$ cat config.mk
export PLATFORM = sky130hd
export DESIGN_NAME = station_report_aggregator
export DESIGN_NICKNAME = d
export VERILOG_FILES = /design/src/rtl/train_balancer_pkg.sv /design/src/rtl/station_table.sv /design/src/rtl/station_report_aggregator.sv
export SDC_FILE = /design/constraint.sdc
export NUM_CORES = 1
export LEC_CHECK = 0
export CAP_MARGIN = 30
export CELL_PAD_IN_SITES_DETAIL_PLACEMENT = 1
export CELL_PAD_IN_SITES_GLOBAL_PLACEMENT = 1
export CORE_MARGIN = 2
export CORE_UTILIZATION = 45
export DETAILED_ROUTE_END_ITERATION = 7
export PLACE_DENSITY_LB_ADDON = 0.1
export SLEW_MARGIN = 25
export SYNTH_ARGS = -nofsm -noshare
export SYNTH_HDL_FRONTEND = slang
export SYNTH_HIERARCHICAL = 1
export SYNTH_SLANG_ARGS = --single-unit
$ cat constraint.sdc
create_clock -name clk -period 18.86 [get_ports clk]
set_input_delay 3.772 -clock clk [delete_from_list [all_inputs] [get_ports clk]]
set_output_delay 3.772 -clock clk [all_outputs]
set_load 0.02 [all_outputs]
$ cat src/rtl/train_balancer_pkg.sv
// Shared types and helpers for the train balancer station-report aggregation slice.
package train_balancer_pkg;

    localparam int INT_DEFAULT = 31;

    // Wide enough for any table depth; narrower station-id ports are zero-extended into it.
    typedef logic [15:0] station_id_t;

    typedef enum logic [1:0] {
        ST_IDLE,
        ST_SWEEP,
        ST_PUBLISH
    } agg_state_t;

    typedef logic [63:0] word_max_t;

    function automatic word_max_t clamp_percentage(input word_max_t s, input word_max_t p);
        return (s > p) ? p : s;
    endfunction

endpackage

$ cat src/rtl/station_table.sv
// Per-station table of last value, presence and (with STATION_AGEING_EN) age.
// One shared address for the combinational read and the single write port.
module station_table #(
    parameter int N  = 16,
    parameter int DW = 32,
`ifdef STATION_AGEING_EN
    parameter int AW = 3,
`endif
    parameter int IW = $clog2(N)
) (
    input  logic          clk,
    input  logic          rst,
    input  logic [IW-1:0] i_idx,
    input  logic          i_we,
    input  logic [DW-1:0] i_value,
    input  logic          i_present,
`ifdef STATION_AGEING_EN
    input  logic [AW-1:0] i_age,
    output logic [AW-1:0] o_age,
`endif
    output logic [DW-1:0] o_value,
    output logic          o_present
);

    logic [N-1:0]  r_present;
    logic [DW-1:0] r_value [N];
`ifdef STATION_AGEING_EN
    logic [AW-1:0] r_age [N];
`endif

    always_ff @(posedge clk) begin
        if (rst) begin
            r_present <= '0;
        end else if (i_we) begin
            r_present[i_idx] <= i_present;
        end
    end

    always_ff @(posedge clk) begin
        if (!rst && i_we) begin
            r_value[i_idx] <= i_value;
`ifdef STATION_AGEING_EN
            r_age[i_idx]   <= i_age;
`endif
        end
    end

    assign o_value   = r_value[i_idx];
    assign o_present = r_present[i_idx];
`ifdef STATION_AGEING_EN
    assign o_age     = r_age[i_idx];
`endif

endmodule

$ cat src/rtl/station_report_aggregator.sv
// Aggregates per-station percentage reports into network-wide totals published once per epoch.
// Define STATION_AGEING_EN to age entries on each epoch sweep and evict silent stations.
module station_report_aggregator
    import train_balancer_pkg::*;
#(
    parameter int MAX_STATIONS = 16,
    parameter int INT          = INT_DEFAULT,
    parameter int EPOCH_TICKS  = 60,
    parameter int STALE_EPOCHS = 4
) (
    input  logic                            clk,
    input  logic                            rst,
    input  logic [INT:0]                    precision,
    input  logic                            report_valid,
    output logic                            report_ready,
    input  logic [$clog2(MAX_STATIONS)-1:0] report_station_id,
    input  logic [INT:0]                    report_percentage,
    output logic [INT:0]                    total_percentage_stored,
    output logic [INT:0]                    number_of_stations,
    output logic                            totals_valid,
    output logic                            bad_id
);

    localparam int DW = INT + 1;
    localparam int IW = $clog2(MAX_STATIONS);
    localparam int EW = $clog2(EPOCH_TICKS);
`ifdef STATION_AGEING_EN
    localparam int AW = $clog2(STALE_EPOCHS + 1);
`endif

    if (EPOCH_TICKS < MAX_STATIONS + 2) begin : g_bad_epoch
        $error("EPOCH_TICKS must be at least MAX_STATIONS+2");
    end
    if (STALE_EPOCHS < 1) begin : g_bad_stale
        $error("STALE_EPOCHS must be at least 1");
    end

    agg_state_t    r_state, w_state_nxt;
    logic [EW-1:0] r_epoch;
    logic [DW-1:0] r_sum, r_count, r_total, r_nst;
    logic          r_totals_valid, r_bad_id;
    logic [DW-1:0] w_sum_nxt, w_count_nxt;
    logic          w_bad_nxt, w_tick, w_accept;
    station_id_t   w_id_ext;
    logic [DW-1:0] w_clamped;

    logic [IW-1:0] w_rd_idx;
    logic          w_we, w_wr_present, w_rd_present;
    logic [DW-1:0] w_wr_value, w_rd_value;
`ifdef STATION_AGEING_EN
    logic [IW-1:0] r_sweep_idx;
    logic [AW-1:0] w_wr_age, w_rd_age;
`endif

    assign w_tick    = (r_epoch == EW'(EPOCH_TICKS - 1));
    assign w_id_ext  = station_id_t'(report_station_id);
    assign w_clamped = DW'(clamp_percentage(word_max_t'(report_percentage), word_max_t'(precision)));

    assign report_ready = (r_state == ST_IDLE) && !rst;
    assign w_accept     = report_valid && report_ready;

    station_table #(
        .N (MAX_STATIONS),
`ifdef STATION_AGEING_EN
        .AW(AW),
`endif
        .DW(DW)
    ) u_table (
        .clk      (clk),
        .rst      (rst),
        .i_idx    (w_rd_idx),
        .i_we     (w_we),
        .i_value  (w_wr_value),
        .i_present(w_wr_present),
`ifdef STATION_AGEING_EN
        .i_age    (w_wr_age),
        .o_age    (w_rd_age),
`endif
        .o_value  (w_rd_value),
        .o_present(w_rd_present)
    );

    always_comb begin
        w_state_nxt  = r_state;
        w_sum_nxt    = r_sum;
        w_count_nxt  = r_count;
        w_bad_nxt    = r_bad_id;
        w_we         = 1'b0;
        w_wr_value   = w_clamped;
        w_wr_present = 1'b1;
        w_rd_idx     = report_station_id;
`ifdef STATION_AGEING_EN
        w_wr_age     = '0;
        if (r_state == ST_SWEEP) w_rd_idx = r_sweep_idx;
`endif
        case (r_state)
            ST_IDLE: begin
                if (w_accept) begin
                    if (w_id_ext >= station_id_t'(MAX_STATIONS)) begin
                        w_bad_nxt = 1'b1;
                    end else begin
                        w_we = 1'b1;
                        if (w_rd_present) begin
                            w_sum_nxt = r_sum - w_rd_value + w_clamped;
                        end else begin
                            w_sum_nxt   = r_sum + w_clamped;
                            w_count_nxt = r_count + DW'(1);
                        end
                    end
                end
                if (w_tick) begin
`ifdef STATION_AGEING_EN
                    w_state_nxt = ST_SWEEP;
`else
                    w_state_nxt = ST_PUBLISH;
`endif
                end
            end
`ifdef STATION_AGEING_EN
            ST_SWEEP: begin
                w_wr_value = w_rd_value;
                if (w_rd_present) begin
                    w_we     = 1'b1;
                    w_wr_age = w_rd_age + AW'(1);
                    if (w_wr_age == AW'(STALE_EPOCHS)) begin
                        w_wr_present = 1'b0;
                        w_sum_nxt    = r_sum - w_rd_value;
                        w_count_nxt  = r_count - DW'(1);
                    end
                end
                if (r_sweep_idx == IW'(MAX_STATIONS - 1)) w_state_nxt = ST_PUBLISH;
            end
`endif
            ST_PUBLISH: w_state_nxt = ST_IDLE;
            default:    w_state_nxt = ST_IDLE;
        endcase
    end

    always_ff @(posedge clk) begin
        if (rst) begin
            r_state        <= ST_IDLE;
            r_epoch        <= '0;
            r_sum          <= '0;
            r_count        <= '0;
            r_total        <= '0;
            r_nst          <= DW'(1);
            r_totals_valid <= 1'b0;
            r_bad_id       <= 1'b0;
`ifdef STATION_AGEING_EN
            r_sweep_idx    <= '0;
`endif
        end else begin
            r_state        <= w_state_nxt;
            r_epoch        <= w_tick ? '0 : r_epoch + EW'(1);
            r_sum          <= w_sum_nxt;
            r_count        <= w_count_nxt;
            r_bad_id       <= w_bad_nxt;
            r_totals_valid <= (r_state == ST_PUBLISH);
            if (r_state == ST_PUBLISH) begin
                r_total <= r_sum;
                r_nst   <= (r_count == '0) ? DW'(1) : r_count;
            end
`ifdef STATION_AGEING_EN
            r_sweep_idx <= (r_state == ST_SWEEP) ? r_sweep_idx + IW'(1) : '0;
`endif
        end
    end

    assign total_percentage_stored = r_total;
    assign number_of_stations      = r_nst;
    assign totals_valid            = r_totals_valid;
    assign bad_id                  = r_bad_id;

endmodule

==> Yosys cells after proc, flatten, opt, wreduce, memory -nomap -nowiden <==
Memories as Yosys holds them, arrays and structs flattened.
Index checks and enable logic that the tools add are counted.
{ "word_totals": {"regBits": 153, "ram_bits": 512, "output_inout_bits": 67, "wordCells": 48, "n_memories": 1} }
{ "op_classes": {"n_addsub": 5, "order_cmp": 4, "n_eq_ne": 1, "mux": 12, "n_bitwise": 4, "n_reduce_logical": 12} }
{ "mem_list": {"columns": ["memory", "depth", "width", "rd", "rd_clocked_by_memory_dff", "wr", "line", "source"], "rows": [
  ["u_table.r_value", 16, 32, 1, 0, 1, "station_table.sv:26", "logic [DW-1:0] r_value [N];"]
]} }
{ "ops": {"columns": ["cell", "n"], "rows": [
  ["$mux 32", 3],
  ["$add 32x32->32", 2],
  ["$add 32x1->32 const B", 1],
  ["$gt 32x32->1", 1],
  ["$logic_not 32->1", 1],
  ["$sub 32x32->32", 1],
  ["$or 16x16->16", 1],
  ["$mux 1", 7],
  ["$add 6x1->6 const B", 1],
  ["$eq 6x6->1 const B", 1],
  ["$reduce_and 3->1", 2],
  ["$ge 4x5->1 const B", 1],
  ["$lt 4x5->1 const B", 1],
  ["$bmux 1 s4", 1],
  ["$demux 1 s4", 1],
  ["$ge 4x1->1 const B", 1],
  ["$logic_and 1x1->1", 4],
  ["$reduce_and 4->1", 1],
  ["$reduce_or 2->1", 2],
  ["$not 1->1", 3],
  ["$logic_not 2->1", 1],
  ["$logic_not 1->1", 1]
]} }

==> Logic depth before layout (Yosys ltp) <==
Gate-level depths: netlist of run 1.
{ "logic_depth": {"word_depth": 8, "ltp_mapped": 24} }

==> By module <==
Netlist of run 1, hierarchy kept.
{ "modules_own_cells": {"columns": ["module", "instances", "cells_each", "area_each_um2"], "rows": [
  ["station_table", 1, 896, 20002.9],
  ["station_report_aggregator", 1, 1275, 10477.5]
]} }

==> Worst setup path after synthesis of run 1 <==
No wires, ideal clock.
{ "synth_path": {"path_kind": "input -> register", "startpoint": "input port precision[13]", "endpoint": "register r_sum[28]", "setup_time_ns": 0.135, "t_arrival_ns": 9.207, "required_time_ns": 18.725, "path_slack_ns": 9.518, "cell_stages": 22, "cell_sequence": "inv_1 -> ha_1 -> and4_1 -> nand4_1 -> nor3_1 -> o21a_1 -> o311a_1 -> o21ai_1 -> clkbuf_1 -> o21ai_0 -> fa_1 -> fa_1 -> a21o_1 -> a21o_1 -> a21oi_1 -> o21ai_1 -> a21oi_1 -> o31ai_1 -> a41oi_1 -> nor3b_1 -> a31oi_1 -> o221ai_1"} }
{ "synth_between": {"elab_chain_cells": 4} }
{ "synth_lines": {"columns": ["element", "line", "source"], "rows": [
  ["from (decl)", "station_report_aggregator.sv:13", "input logic [INT:0] precision,"],
  ["$gt 32x32->1 (*)", "train_balancer_pkg.sv:18", "return (s > p) ? p : s;"],
  ["$mux 32 (*)", "train_balancer_pkg.sv:18", null],
  ["via w_clamped[1]", "station_report_aggregator.sv:45", "logic [DW-1:0] w_clamped;"],
  ["$add 32x32->32, on equally long branches", "station_report_aggregator.sv:106, station_report_aggregator.sv:104", null],
  ["$mux 32 (*)", "station_report_aggregator.sv:103", "if (w_rd_present) begin"],
  ["to (signal assigned)", "station_report_aggregator.sv:155", "r_sum <= w_sum_nxt;"],
  ["to (decl)", "station_report_aggregator.sv:40", "logic [DW-1:0] r_sum, r_count, r_total, r_nst;"]
]} }
The timed path passes the listed nets; every way through them passes the cells marked *.
A chain may end at the register's enable or synchronous reset.

==> Final worst setup path of run 1 <==
{ "layout_path": {"startpoint": "input port precision[1]", "endpoint": "register r_sum[31]"} }
The elaborated chain is that of the path after synthesis.

==> run_results.csv, run 1 <==
group,metric,value,unit
outcome,outcome,"finished clean",
clock_tree,cts_resized,0,
synth,syn_area,30500,um2
synth,post-synth-top-area-cell,"edfxtp_1",
synth,yosysMostFrequentCell,"edfxtp_1",
sta,maxSlewViolCount,0,
worst_setup_path,endpoint_kind,"register",
power_and_ir_drop,vdd_drop_max,0.0655,mV
power_and_ir_drop,power.density,114,nW/um2
synth,synth.distinct_cells,78,
worst_setup_path,cp_common_cell,"o21a_1",
worst_setup_path,rrSetupSlack,13.92,ns
worst_setup_path,cpPeakStageDelay,0.60,ns
worst_setup_path,cp.arrival,10.64,ns
clock_tree,numCtsBuffers,73,
run,drv_cap,0,
clock_tree,tritoncts,"built",
die,pin_count,138,
synth,syn_area_per_cell,14.0,um2
sta,max-slew-margin-rel,0.421,
synth,synth_common_cells,"edfxtp_1, nor2_1, dfxtp_1",
clock_tree,clock_sinks,664,
sta,rsz0062_at_grt,"false",
clock_tree,cts_setup_buffers,0,
synth,synthCells,2171,
worst_hold_path,hold_path.class,"register to register",
placed_design,dpl.hpwl,53100,um
synth,synthTopCellsByArea,"edfxtp_1, dfxtp_1, mux4_2",
sta,setup_violations,0,
synth,seq_area_frac_synth,0.604,
die,dieWidth,264,um
detailed_routing,ant_nets,0,
detailed_routing,routed_wl,83800,um
finish,drive_gt1_frac,0.140,
worst_setup_path,critPathMaxFanout,46,
detailed_routing,drt_iter0_markers,1357,
clock_tree,clockBufferDepth,3,
synth,synthArstFlopShare,0,
global_route,grt_overflow,0,
synth,synth_edf_count,512,
sta,timing.hold.ws,0.452,ns
finish,area_delta_synth_final,16.3,%
clock_tree,htree_levels,3,
synth,synth_nets,2372,
detailed_routing,vias,19100,
sta,tightestPinTransition,0.868,ns
clock_tree,clkSlewWorstSetupHoldPaths,0.06,ns
die,die_area,69800,um2
detailed_routing,wl_per_cell,25.7,um
placed_design,gp_congestion,0.864,
placed_design,dp.cells,3128,
clock_tree,cts_hold_buffers,0,
synth,ys_seq_elements,664,
global_route,grt.total_usage,0.240,
sta,timing.final.crit_share,0.538,
worst_setup_path,crit_slowest_cell,"o311ai_1",
synth,synth_top_area_share,0.504,
die,fp.dieH,264,um
sta,setup_tns,0,ns
global_route,antenna_found_initial,1,
synth,synth_ff_type,"edfxtp_1",
placed_design,post-place-ws,8.19,ns
sta,post-route-min-period,10.15,ns
global_route,grt_pass1_wl,126000,um
worst_setup_path,path_class,"primary input to register",
sta,setup_ws,8.71,ns
die,rows,95,
finish,final_cells,3266,
power_and_ir_drop,p_leak,12.6,nW
placed_design,port_buffers,136,
synth,yosysWarnings,6,
finish,fin_nets,2532,
detailed_routing,first_pass_iters,5,
die,start_util,0.454,
clock_tree,clock_latency,0.63,ns
worst_setup_path,startpoint_type,"primary input",
power_and_ir_drop,power,0.00405,W
global_route,grt_pass1_vias,20100,
worst_setup_path,critPathRequiredTime,19.34,ns
sta,clock.fmax,98.5,MHz
die,core_area,67200,um2
sta,hold_viol,0,
sta,skew,0.0331,ns
global_route,grt_max_degree,73,
detailed_routing,drc_errors,0,
clock_tree,root_buffer,"clkbuf_16",
detailed_routing,vias_per_cell,5.84,
[cell type report]
type	instances	area (um2)
diodes	1	2.50
inverters	141	529
multi-input cells	1269	11300
well taps	873	1090
flip-flops and latches	664	18400
clock inverters	47	470
repair buffers	182	1730
clock buffers	89	1950
fillers	6578	31700
[power by group]
| part | internal (W) | switching, W | total, W |
|---|---|---|---|
| Clock | 0.000831 | 0.000600 | 0.00143 |
| Combinational | 0.000380 | 0.000566 | 0.000946 |
| Sequential | 0.00163 | 0.0000366 | 0.00167 |
[cell usage in the layout, fill, tap and decap left out, types with 19 or more instances in the layout]
| cell | count |
|---|---|
| a21o_1 | 48 |
| a21oi_1 | 109 |
| a22oi_1 | 69 |
| buf_4 | 47 |
| clkbuf_16 | 75 |
| clkdlybuf4s50_1 | 133 |
| dfxtp_1 | 151 |
| edfxtp_1 | 512 |
| fa_1 | 32 |
| ha_1 | 98 |
| inv_1 | 141 |
| mux2i_1 | 70 |
| mux4_2 | 132 |
| nand2_1 | 98 |
| nand3_1 | 40 |
| nand4_1 | 19 |
| nor2_1 | 154 |
| o21ai_0 | 78 |
| xnor2_1 | 40 |
| xor2_1 | 44 |
[logic make-up (layout without fill, tap and decap cells)]
kind of cell    count (synthesis)  after routing  synth area share
flops                         664            664             0.604
simple gates                  439            439            0.0699
compound gates                412            412            0.0879
buf+inv                       238            459            0.0318
mux                           202            202             0.121
fa+ha+maj                     130            130            0.0612
xor+xnor                       84             84            0.0241
other cells                     2              3          0.000246
[state kept, by name, summed over array words and instances (netlist names)]
register	flops
total_percentage_stored	32
r_sum	32
totals_valid	1
u_table/r_present	16
r_count	32
r_epoch	6
r_state	1
number_of_stations	32
u_table/r_value	512
[worst max-delay path: cells and delay by family]
| kind | cells | cell delay [ns] |
|---|---|---|
| simple gates | 3 | 0.51 |
| buf+inv | 4 | 1.43 |
| fa+ha+maj | 3 | 1.15 |
| compound gates | 15 | 3.78 |
[metal layers]
metal / GRT usage / share of wire
met5: 0 / 0
met1: 0.334 / 0.44
met3: 0.0334 / 0.047
met4: 0.0705 / 0.024
met2: 0.396 / 0.48
[per-stage QoR]
| stage | instance area, um2 | util |
|---|---|---|
| floorplan | 30500 | - |
| global placement | 33000 | 0.491 |
| detailed placement | 33000 | 0.491 |
| CTS | 35400 | 0.527 |
| global route | 35500 | 0.528 |
| finish | 35500 | 0.528 |
[path summary, 6_finish.rpt]
path / endpoint / depth (start not counted) / start
max: r_sum[31]$_SDFFE_PP0P_ / 25 / precision[1]
min: number_of_stations[1]$_SDFFE_PP0P_ / 2 / number_of_stations[1]$_SDFFE_PP0P_
min reg2reg: number_of_stations[1]$_SDFFE_PP0P_ / 2 / number_of_stations[1]$_SDFFE_PP0P_
max reg2reg: r_sum[31]$_SDFFE_PP0P_ / 16 / u_table/r_value[3][6]$_DFFE_PP_
Power figures use the tool's default switching activity.
==> run 2: changes to the inputs <==
Clock period 18.86 ns to 8.6 ns, I/O delays scaled along.
==> run 2 against run 1 <==
Clock power up 120%. Sequential share of layout area is 0.10 points lower. Setup slack got worse by 7.9 ns. Cell area up 0.19%. Largest cell class unchanged. Highest routed layer unchanged.
==> run_results.csv, run 2 (synthesis gave the netlist of run 1 again) <==
group,metric,value,unit
clock_tree,cts_setup_buffers,0,
outcome,outcome,"finished clean",
power_and_ir_drop,p_sw_frac,0.298,
clock_tree,root_buffer,"clkbuf_16",
detailed_routing,routed_wl,83700,um
sta,max-slew-margin-rel,0.368,
sta,setup_ws,0.806,ns
power_and_ir_drop,power_switching,0.00265,W
clock_tree,clkSlewWorstSetupHoldPaths,0.06,ns
detailed_routing,vias,19100,
finish,fill_cells,6532,
clock_tree,htree_levels,3,
detailed_routing,vias_per_cell,5.83,
global_route,antenna_found_initial,4,
worst_setup_path,critPathMaxFanout,22,
detailed_routing,ant_nets,0,
worst_setup_path,critPathRequiredTime,9.10,ns
finish,multi_input_area,11300,um2
die,core_area,67200,um2
power_and_ir_drop,power.density,250,nW/um2
finish,largest_reg_flops,512,
die,rows,95,
sta,hold_viol,0,
finish,final_common_cell,"edfxtp_1",
finish,layout_common_cells,"edfxtp_1, nor2_1, dfxtp_1",
sta,maxSlewViolCount,0,
power_and_ir_drop,clockPowerShare,0.351,
run,drv_cap,0,
sta,skew,0.0233,ns
die,die_area,69800,um2
finish,fin_nets,2536,
global_route,grt_pass1_wl,127000,um
power_and_ir_drop,p_int,0.00623,W
clock_tree,clockBufferDepth,3,
sta,tightestPinTransition,0.946,ns
clock_tree,cts_resized,0,
die,fp.dieH,264,um
sta,post-route-min-period,7.79,ns
global_route,grt.total_usage,0.243,
global_route,grt_overflow,0,
worst_hold_path,hold_path.class,"register to register",
detailed_routing,wl_per_cell,25.6,um
detailed_routing,first_pass_iters,5,
sta,setup_violations,0,
sta,timing.final.crit_share,0.906,
sta,clock.fmax,128,MHz
power_and_ir_drop,p_leak,12.6,nW
clock_tree,tritoncts,"built",
die,start_util,0.454,
placed_design,dpl.hpwl,55500,um
finish,regArea,18400,um2
worst_setup_path,startpoint_type,"primary input",
clock_tree,clock_sinks,664,
detailed_routing,drc_errors,0,
placed_design,port_buffers,136,
worst_setup_path,path_class,"primary input to register",
placed_design,post-place-ws,0.252,ns
power_and_ir_drop,p_comb_frac,0.237,
sta,rsz0062_at_grt,"false",
die,pin_count,138,
clock_tree,clock_latency,0.62,ns
detailed_routing,drt_iter0_markers,1571,
die,dieWidth,264,um
clock_tree,cts_hold_buffers,0,
finish,area_delta_synth_final,16.5,%
finish,drive_gt1_frac,0.137,
finish,top_register,"u_table/r_value",
placed_design,gp_congestion,0.865,
worst_setup_path,cp.arrival,8.29,ns
power_and_ir_drop,vdd_drop_max,0.129,mV
global_route,grt_max_degree,77,
global_route,grt_pass1_vias,20300,
clock_tree,numCtsBuffers,72,
worst_setup_path,endpoint_kind,"register",
power_and_ir_drop,p_seq_frac,0.412,
sta,setup_tns,0,ns
-- run 2: changes by cell type in the layout (fill, tap and decap cells not counted), moves of 2 or more --
cell        change
diode_2         +3
buf_4           +2
clkbuf_16       -2
inv_6           -5
clkbuf_1        +4
clkinvlp_4      +3
clkinv_1        +5
clkinv_2       -10
-- run 2: area by class of cell --
class | instances | share of cell area
Antenna cell | 4 | 0.000282
Clock buffer | 91 | 0.0542
Clock inverter | 41 | 0.0135
Inverter | 141 | 0.0149
Multi-Input combinational cell | 1269 | 0.317
Sequential cell | 664 | 0.519
Tap cell | 873 | 0.0308
Timing Repair Buffer | 187 | 0.0507
-- run 2: through the flow --
stage | hold WS, ns | total power (W) | instance area (um2) | instances | util
finish | 0.449 | 0.00888 | 35500 | 3270 | 0.529
CTS | 0.454 | 0.00894 | 35500 | 3265 | 0.529
detailed placement | 0.443 | 0.00581 | 33100 | 3133 | 0.493
global route | 0.487 | 0.00930 | 35500 | 3267 | 0.529
global placement | 0.431 | 0.00575 | 33000 | 3131 | 0.492
floorplan | 0.418 | 0.00520 | 30500 | 2171 | -
-- run 2: power by group through the flow --
| stage | registers (W) | logic [W] | clock network [W] |
|---|---|---|---|
| after CTS | 0.00366 | 0.00210 | 0.00319 |
| after floorplan | 0.00369 | 0.00151 | 0 |
| after global routing | 0.00366 | 0.00233 | 0.00330 |
| after global placement | 0.00372 | 0.00202 | 0 |
| after detailed placement | 0.00373 | 0.00208 | 0 |
| final | 0.00366 | 0.00210 | 0.00312 |
-- run 2: critical path, cell delays in order --
cell and delay [ns]:
clkdlybuf4s50_1 0.46, inv_1 0.06, ha_1 0.31, and4_1 0.22, nand4_1 0.22, nor3_1 0.14
o21a_1 0.14, o311a_1 0.39, o21ai_4 0.60, buf_4 0.32, nand2_1 0.07, o21ai_1 0.18
fa_1 0.48, ha_1 0.37, o21ai_0 0.28, or2_2 0.16, o21ai_0 0.21, a21oi_2 0.40
a21oi_1 0.20, o311ai_1 0.60, o311ai_4 0.20, o211a_1 0.28, a221oi_2 0.18, o21ai_1 0.09
-- run 2: path summary, 6_finish.rpt --
path                                    startpoint                     end  slack, ns  depth (start not counted)
hold reg to reg              r_epoch[0]$_SDFF_PP0_   r_epoch[0]$_SDFF_PP0_       0.45                          1
setup / recovery                     precision[13]  r_sum[31]$_SDFFE_PP0P_       0.81                         24
hold / removal               r_epoch[0]$_SDFF_PP0_   r_epoch[0]$_SDFF_PP0_       0.45                          1
setup reg to reg  u_table/r_value[11][0]$_DFFE_PP_  r_sum[28]$_SDFFE_PP0P_       3.64                         17
-- run 2: metal layers --
layer | up-vias | global-route usage | part of all wire
met1 | 9856 | 0.337 | 0.44
met2 | 536 | 0.401 | 0.48
met4 | 0 | 0.0656 | 0.024
met5 | - | 0 | 0
li1 | 8559 | - | -
met3 | 121 | 0.0380 | 0.056
